`config.mk`:
```
export PLATFORM = sky130hd
export DESIGN_NAME = pedestrian_request_conditioner
export DESIGN_NICKNAME = d
export VERILOG_FILES = /design/src/rtl/ped_cond_pkg.sv /design/src/rtl/button_debouncer.sv /design/src/rtl/pedestrian_request_conditioner.sv
export SDC_FILE = /design/constraint.sdc
export NUM_CORES = 1
export LEC_CHECK = 0
export CAP_MARGIN = 10
export CORE_MARGIN = 3
export CORE_UTILIZATION = 50
export DETAILED_ROUTE_END_ITERATION = 8
export PLACE_DENSITY = 0.74
export SETUP_SLACK_MARGIN = 0.05
export SYNTH_ARGS = -nofsm -noshare
export SYNTH_HDL_FRONTEND = slang
export SYNTH_SLANG_ARGS = --single-unit
```
`constraint.sdc`:
```
create_clock -name clock -period 2.15 [get_ports clock]
set_input_delay 0.3225 -clock clock [delete_from_list [all_inputs] [get_ports clock]]
set_output_delay 0.3225 -clock clock [all_outputs]
set_load 0.01 [all_outputs]
```
`src/rtl/ped_cond_pkg.sv`:
```
// Shared types and default parameter values for the pedestrian request conditioner
// and its input debouncer.
package ped_cond_pkg;

  typedef enum logic [1:0] {
    IDLE     = 2'd0,
    ARMED    = 2'd1,
    SERVING  = 2'd2,
    COOLDOWN = 2'd3
  } ped_state_t;

  localparam int DEF_DEBOUNCE_CYCLES = 4;
  localparam int DEF_COOLDOWN_CYCLES = 8;
  localparam int DEF_MAX_WAIT        = 1024;
  localparam int DEF_COUNT_WIDTH     = 16;

endpackage

```
`src/rtl/button_debouncer.sv`:
```
// Two-flop synchroniser plus debounce counter for a bouncing push-button; emits the
// debounced level and a one-cycle pulse on each debounced rising transition.
module button_debouncer
  import ped_cond_pkg::*;
#(
  parameter int DEBOUNCE_CYCLES = DEF_DEBOUNCE_CYCLES
) (
  input  logic clock,
  input  logic reset,
  input  logic button_raw,
  output logic stable,
  output logic press
);

  localparam int CNT_W = $clog2(DEBOUNCE_CYCLES + 1);
  localparam logic [CNT_W-1:0] CNT_LAST = CNT_W'(DEBOUNCE_CYCLES - 1);

  logic             sync1;
  logic             sync2;
  logic [CNT_W-1:0] cnt;
  logic             flip;

  // The flip is decided combinationally so press lines up with the edge that updates stable.
  assign flip  = (sync2 != stable) && (cnt == CNT_LAST);
  assign press = flip && sync2;

  // NOTE: non-blocking assignments here so sync2 samples the old sync1 at each edge.
  always_ff @(posedge clock) begin
    if (reset) begin
      sync1  <= 1'b0;
      sync2  <= 1'b0;
      stable <= 1'b0;
      cnt    <= '0;
    end else begin
      sync1 <= button_raw;
      sync2 <= sync1;
      if (sync2 == stable) begin
        cnt <= '0;
      end else if (flip) begin
        stable <= sync2;
        cnt    <= '0;
      end else begin
        cnt <= cnt + 1'b1;
      end
    end
  end

endmodule

```
`src/rtl/pedestrian_request_conditioner.sv`:
```
// Turns the raw crossing button into a held request for the pedestrian arbiter, with
// WAIT lamp, post-service cooldown, overdue flag and a saturating press counter.
module pedestrian_request_conditioner
  import ped_cond_pkg::*;
#(
  parameter int DEBOUNCE_CYCLES = DEF_DEBOUNCE_CYCLES,
  parameter int COOLDOWN_CYCLES = DEF_COOLDOWN_CYCLES,
  parameter int MAX_WAIT        = DEF_MAX_WAIT,
  parameter int COUNT_WIDTH     = DEF_COUNT_WIDTH
) (
  input  logic                   clock,
  input  logic                   reset,
  input  logic                   button_raw,
  input  logic                   served_green,
  output logic                   request,
  output logic                   wait_lamp,
  output logic                   overdue,
  output logic [COUNT_WIDTH-1:0] press_count
);

  localparam int WAIT_W = $clog2(MAX_WAIT + 1);
  localparam int COOL_W = $clog2(COOLDOWN_CYCLES + 1);
  localparam logic [WAIT_W-1:0] WAIT_MAX  = WAIT_W'(MAX_WAIT);
  localparam logic [COOL_W-1:0] COOL_LOAD = COOL_W'(COOLDOWN_CYCLES - 1);

  ped_state_t        state;
  ped_state_t        state_next;
  logic [WAIT_W-1:0] wait_cnt;
  logic [COOL_W-1:0] cool_cnt;
  logic              pending;
  logic              press;
  logic              stable_unused;
  logic              arming;

  button_debouncer #(
    .DEBOUNCE_CYCLES(DEBOUNCE_CYCLES)
  ) u_button_debouncer (
    .clock     (clock),
    .reset     (reset),
    .button_raw(button_raw),
    .stable    (stable_unused),
    .press     (press)
  );

  always_ff @(posedge clock) begin
    if (reset) state <= IDLE;
    else       state <= state_next;
  end

  // NOTE: default assignment first so every path drives state_next and no latch is inferred.
  always_comb begin
    state_next = state;
    case (state)
      IDLE:     if (press) state_next = ARMED;
      ARMED:    if (served_green) state_next = SERVING;
      SERVING:  if (!served_green) state_next = COOLDOWN;
      COOLDOWN: if (cool_cnt == '0) state_next = (pending || press) ? ARMED : IDLE;
      default:  state_next = IDLE;
    endcase
  end

  // Only fresh arrivals count; ARMED never re-enters itself.
  assign arming = (state_next == ARMED) && (state == IDLE || state == COOLDOWN);

  always_ff @(posedge clock) begin
    if (reset) begin
      wait_cnt    <= '0;
      cool_cnt    <= '0;
      pending     <= 1'b0;
      press_count <= '0;
    end else begin
      if (state == ARMED) begin
        if (wait_cnt != WAIT_MAX) wait_cnt <= wait_cnt + 1'b1;
      end else begin
        wait_cnt <= '0;
      end

      if (state == SERVING && !served_green) begin
        cool_cnt <= COOL_LOAD;
        pending  <= 1'b0;
      end else if (state == COOLDOWN) begin
        if (cool_cnt != '0) cool_cnt <= cool_cnt - 1'b1;
        if (press)          pending  <= 1'b1;
      end

      if (arming && press_count != '1) press_count <= press_count + 1'b1;
    end
  end

  always_comb begin
    request   = (state == ARMED);
    wait_lamp = (state == ARMED) || (state == COOLDOWN && pending);
    overdue   = (state == ARMED) && (wait_cnt == WAIT_MAX);
  end

endmodule

```
==> results of run 1 <==
## flip-flops by register name (all words and copies together) (netlist names)
name and cells:
cool_cnt 4, u_button_debouncer.stable 1, u_button_debouncer.sync1 1, state 2
pending 1, press_count 16, wait_cnt 11, u_button_debouncer.cnt 3
u_button_debouncer.sync2 1
## power by group through the flow
stage | registers, mW | logic, mW | clock network [mW]
after floorplan | 0.761 | 0.0172 | 0
after detailed placement | 0.761 | 0.0313 | 0
after global placement | 0.761 | 0.0304 | 0
after CTS | 0.744 | 0.0320 | 0.684
after global routing | 0.744 | 0.0385 | 0.717
final | 0.744 | 0.0350 | 0.679
## kinds of logic (layout without fill, tap and decap cells)
logic type	after synthesis	in the layout	synth area share
compound gates	24	25	0.0846
xor+xnor	12	12	0.0471
fa+ha+maj	10	10	0.0560
buf+inv	20	74	0.0482
flops	40	40	0.359
mux	16	16	0.0812
simple gates	122	122	0.324
## routing by layer
metal,GRT usage,vias up,wire (um)
li1,-,972,-
met1,0.287,1004,2760
met2,0.379,72,3270
met3,0.0496,14,276
met4,0.111,0,139
met5,0,-,0
## repair_timing
item / 4_1_cts / 5_1_grt
pin swaps: 16 / 15
hold buffers: 0 / 0
setup endpoints to repair: 17 / 16
buffers inserted: 6 / 10
resized for setup: 43 / 31
gates cloned: 2 / 0
## critical path: cells and delay by family, from the launching register on
family	cells	cell delay [ns]
simple gates	2	0.46
buf+inv	3	0.42
flops	1	0.33
mux	1	0.33
compound gates	2	0.33
fa+ha+maj	1	0.19
## final timing paths
check / start / cells after the start / slack (ns) / to
worst max-delay path: state[1] / 9 / -0.02 / press_count[5]
worst min-delay path: u_button_debouncer.cnt[0] / 1 / 0.44 / u_button_debouncer.cnt[0]
worst max register to register: state[1] / 9 / -0.02 / press_count[5]
worst min register to register: u_button_debouncer.cnt[0] / 1 / 0.44 / u_button_debouncer.cnt[0]
## stage by stage
step	hold WS (ns)	cell area, um2
6_report	0.438	3280
5_1_grt	0.469	3280
4_1_cts	0.411	3040
3_5_place_dp	0.424	2620
3_3_place_gp	0.405	2620
2_1_floorplan	0.399	2240
## area by class of cell
class                      instances  area, um2  share of cell area
clock buffer                       7       96.3              0.0294
clock inverter                     1       30.0             0.00915
inverter                           9       33.8              0.0103
multi-input combinational        185       1690               0.514
sequential                        40        811               0.247
tap                               50       62.6              0.0191
timing repair buffer              57        563               0.172
## synth_stat cells, types with 3 or more instances
library cell | number | area share
nor3_1 | 3 | 0.0067
nor4_1 | 6 | 0.017
mux2_1 | 7 | 0.035
dfxtp_1 | 40 | 0.36
nor2_1 | 36 | 0.061
nand4_1 | 6 | 0.017
ha_1 | 10 | 0.056
clkbuf_1 | 6 | 0.010
nand2b_1 | 4 | 0.011
a21oi_1 | 8 | 0.018
nor2b_1 | 20 | 0.056
xnor2_1 | 6 | 0.024
inv_1 | 9 | 0.015
and3_1 | 3 | 0.0084
nand3_1 | 15 | 0.034
nand2_1 | 7 | 0.012
mux2_2 | 6 | 0.030
and4_1 | 4 | 0.016
nor4_2 | 7 | 0.039
xor2_1 | 6 | 0.024
==> impl_metrics.csv, run 1 <==
group,metric,value,unit
grt,antenna_found_initial,0,
route,post_drt_wl_per_cell,18.4,um
logic_synthesis,syn_nets,258,
cells_and_area,fillers,242,
timing,tightest_slew,0.410,ns
run,drv_cap,0,
place,io_buffers,22,
power,combPwrFrac,0.024,
logic_synthesis,avgSynthCellArea,9.15,um2
die,fp-row-count,23,
clock_network,root_buffer,"clkbuf_8",
grt,track_usage,0.231,
grt,grt_pass1_wl,9.54,mm
clock_network,htreeDepth,2,
grt,grt_start_max_net_pins,42,
place,dp.cells,325,
clock_network,clkSinkCount,40,
timing,setup_tns,-0.0242,ns
place,routabilityCongestion,0.823,
timing,fmax,460,MHz
run_status,violations,"negative setup slack",
route,avgViaCountPerCell,5.91,
power,switching_share,0.200,
die,coreArea,4140,um2
timing,finalClockSkew,0.00323,ns
route,drc,0,
logic_synthesis,synth_area,2230,um2
grt,grt_pass1_vias,2046,
logic_synthesis,synth-seq-area-share,0.359,
power,vdd_ir_drop_max,0.491,mV
logic_synthesis,synth_seq_cells,40,
timing,finalHoldViolCount,0,
die,die_area,5300,um2
logic_synthesis,synth_cell_types,49,
worst_setup_path,cpMostUsedCell,"buf_4",
timing,slew_headroom,0.725,
clock_network,cts.reportedPaths.clkPinSlew,0.08,ns
power,p_leak,1.20,nW
power,p_total,1.46,mW
route,drt_wl_total,6.44,mm
timing,rsz0062_at_grt,"true",
cells_and_area,area.growth.synth_to_final,46.9,%
worst_setup_path,crit_chain,"inv_1, buf_4, ha_1, nor2b_1, o21ai_2, o2111a_4, buf_4, nor4_4, mux2_4",
logic_synthesis,yosys_warnings,0,
die,pin_count,23,
timing,setup_viol,1,
worst_setup_path,cp_max_fo,6,
logic_synthesis,synth_edf_count,0,
cells_and_area,mostFrequentLayoutCells,"35 x nor2_1, 32 x dfxtp_1, 26 x buf_4, 20 x clkdlybuf4s50_1, 19 x nor2b_1",
worst_setup_path,worstSetupStartpointType,"register",
logic_synthesis,synth_ff_type,"dfxtp_1",
power,power_switching,291,uW
timing,setup_slack,-0.0242,ns
worst_setup_path,cp_slowest_cell,"dfxtp_2",
power,internal_power,1.17,mW
cells_and_area,stdcell_count,349,
power,clock_power_share,0.466,
cells_and_area,drive_above_1_share,0.368,
logic_synthesis,synth-async-reset-ratio,0,
clock_network,cts_tree,"done",
route,via_count,2062,
cells_and_area,antennaDiodeCount,0,
die,start_util,0.539,
place,hpwl,3.26,mm
worst_setup_path,required,2.33,ns
timing,drv_slew,0,
worst_setup_path,cp-end-kind,"register",
clock_network,clockBufferDepth,2,
route,drt_iter0_markers,149,
route,ant_nets,0,
timing,fin_crit_sh,1.01,
die,die_w,72.8,um
clock_network,cts_buffers,5,
route,drt_pass1_iterations,4,
run_status,status,"finished with violations",
place,dp_slack,-0.200,ns
die,die_y,72.8,um
timing,period_needed,2.17,ns
power,seqPwrFrac,0.510,
worst_hold_path,hold_path_class,"register to register",
cells_and_area,fin_nets,312,
clock_network,clock_latency,0.29,ns
worst_setup_path,cp.arrival,2.36,ns
worst_setup_path,cpPeakStageDelay,0.33,ns
cells_and_area,mostFrequentLayoutCell,"nor2_1",
logic_synthesis,syn_inst,244,
grt,overflow,0,
worst_setup_path,worstSetupPathType,"register to register",
power,p_per_area,444,nW/um2
cells_and_area,utilization,0.792,
Note: power is estimated with default switching activity, not from simulation.
==> inputs of run 2 (changes only) <==
Settings changed: REMOVE_ABC_BUFFERS set to 1.
==> run 2 against run 1 <==
The run now ends clean. Critical path depth shrank 1. Largest power group unchanged. Core utilization decreased by 4.6 points. Sequential power barely moved. Highest routed layer unchanged.
==> impl_metrics.csv, run 2 (synthesis results as in run 1) <==
group,metric,value,unit
worst_setup_path,cp.arrival,2.35,ns
die,die_w,72.8,um
worst_setup_path,reg2reg_slack,0.03,ns
place,io_buffers,22,
die,start_util,0.539,
place,dp.cells,324,
clock_network,htreeDepth,2,
worst_setup_path,cp-end-kind,"register",
route,ant_nets,0,
cells_and_area,antennaDiodeCount,0,
die,coreArea,4140,um2
cells_and_area,top_register,"press_count",
die,die_area,5300,um2
power,vdd_ir_drop_max,0.318,mV
worst_setup_path,reg2reg_depth,8,
timing,slew_headroom,0.736,
timing,rsz0062_at_grt,"true",
worst_setup_path,r2r_end,"press_count[0]",
route,drc,0,
power,p_leak,1.10,nW
clock_network,clockBufferDepth,2,
grt,track_usage,0.206,
clock_network,clkSinkCount,40,
clock_network,cts_tree,"done",
grt,grt_use_met3,0.0455,
grt,met2_usage,0.317,
timing,finalClockSkew,0.00462,ns
timing,tightest_slew,0.396,ns
route,via_count,1932,
worst_setup_path,critPathLaunch,"cool_cnt[1]",
timing,fmax,472,MHz
route,drt_pass1_iterations,4,
grt,antenna_found_initial,0,
worst_setup_path,reg2reg_from,"cool_cnt[1]",
cells_and_area,largest_reg_flops,16,
clock_network,clock_latency,0.30,ns
die,die_y,72.8,um
cells_and_area,drive_above_1_share,0.303,
route,drt_wl_total,5.34,mm
grt,use_met1,0.278,
worst_setup_path,crit_end,"press_count[0]",
worst_hold_path,hold_path_class,"register to register",
worst_setup_path,worstSetupStartpointType,"register",
timing,setup_viol,0,
clock_network,cts_buffers,5,
power,p_per_area,420,nW/um2
cells_and_area,mostFrequentLayoutCell,"dfxtp_1",
timing,period_needed,2.12,ns
worst_setup_path,worstSetupPathType,"register to register",
die,fp-row-count,23,
grt,overflow,0,
die,pin_count,23,
grt,grt_pass1_wl,8.67,mm
run,drv_cap,0,
worst_setup_path,cp_max_fo,7,
timing,whs,0.439,ns
clock_network,cts.reportedPaths.clkPinSlew,0.08,ns
cells_and_area,utilization,0.746,
grt,grt_start_max_net_pins,43,
worst_setup_path,required,2.38,ns
cells_and_area,fin_nets,303,
cells_and_area,area.growth.synth_to_final,38.4,%
route,drt_iter0_markers,106,
run_status,status,"completed",
cells_and_area,mostFrequentLayoutCells,"36 x dfxtp_1, 35 x nor2_1, 22 x buf_4, 20 x clkdlybuf4s50_1, 18 x nor2b_1",
cells_and_area,stdcell_count,340,
grt,grt_pass1_vias,1861,
route,post_drt_wl_per_cell,15.7,um
timing,drv_slew,0,
timing,fin_crit_sh,0.985,
route,avgViaCountPerCell,5.68,
grt,top_usage_layer,"met2",
place,hpwl,3.20,mm
place,routabilityCongestion,0.830,
timing,finalHoldViolCount,0,
cells_and_area,reg_top3,"press_count x16, wait_cnt x11, cool_cnt x4",
clock_network,root_buffer,"clkbuf_8",
-- run 2: metrics by stage --
step	setup slack [ns]	cell area [um2]	power, mW	setup TNS, ns
floorplan	0.00376	2160	0.770	0
global placement	-0.0900	2610	0.792	-0.885
detailed placement	-0.164	2610	0.793	-1.48
CTS	-0.00251	2880	1.30	-0.00444
global route	-0.0367	3090	1.34	-0.183
finish	0.0330	3090	1.30	0
-- run 2: worst min path at each step --
stage / to / startpoint / cells past startpoint / slack (ns)
2_1_floorplan: cool_cnt[0] / reset / 1 / 0.39
3_3_place_gp: u_button_debouncer.cnt[0] / u_button_debouncer.cnt[0] / 1 / 0.41
3_5_place_dp: u_button_debouncer.cnt[0] / u_button_debouncer.cnt[0] / 1 / 0.43
4_1_cts: u_button_debouncer.cnt[0] / u_button_debouncer.cnt[0] / 1 / 0.45
5_1_grt: u_button_debouncer.cnt[0] / u_button_debouncer.cnt[0] / 1 / 0.46
6_report: u_button_debouncer.cnt[0] / u_button_debouncer.cnt[0] / 1 / 0.44
-- run 2: critical path, stage by stage, from the launching register on --
cell and delay (ns):
dfxtp_2 0.33, inv_2 0.06, ha_4 0.13, or3b_4 0.42, nand4b_4 0.12, o221ai_4 0.14, clkbuf_16 0.20, or4_1 0.49
a21oi_1 0.15
-- run 2: per-layer routing --
metal	vias to the layer above	wire length, um
met5	-	0
met4	0	84
met3	9	159
met2	29	2600
met1	935	2500
li1	959	-
-- run 2: what timing repair did --
action / CTS / global route
resized for setup: 26 / 33
pin swaps: 3 / 21
setup endpoints to repair: 14 / 16
hold buffers: 0 / 0
buffers inserted: 4 / 4
gates cloned: 2 / 0
-- run 2: power by group --
part / switching (mW) / internal [mW]
Clock: 0.289 / 0.230
Combinational: 0.0197 / 0.0142
Sequential: 0.00144 / 0.742
Total: 0.310 / 0.986
-- run 2: area by class of cell --
cell class / count / area (um2)
Multi-Input combinational cell: 185 / 1640
Fill cell: 292 / 1050
Sequential cell: 40 / 806
Timing Repair Buffer: 48 / 459
Clock buffer: 5 / 68.8
Tap cell: 50 / 62.6
Inverter: 9 / 33.8
Clock inverter: 3 / 23.8
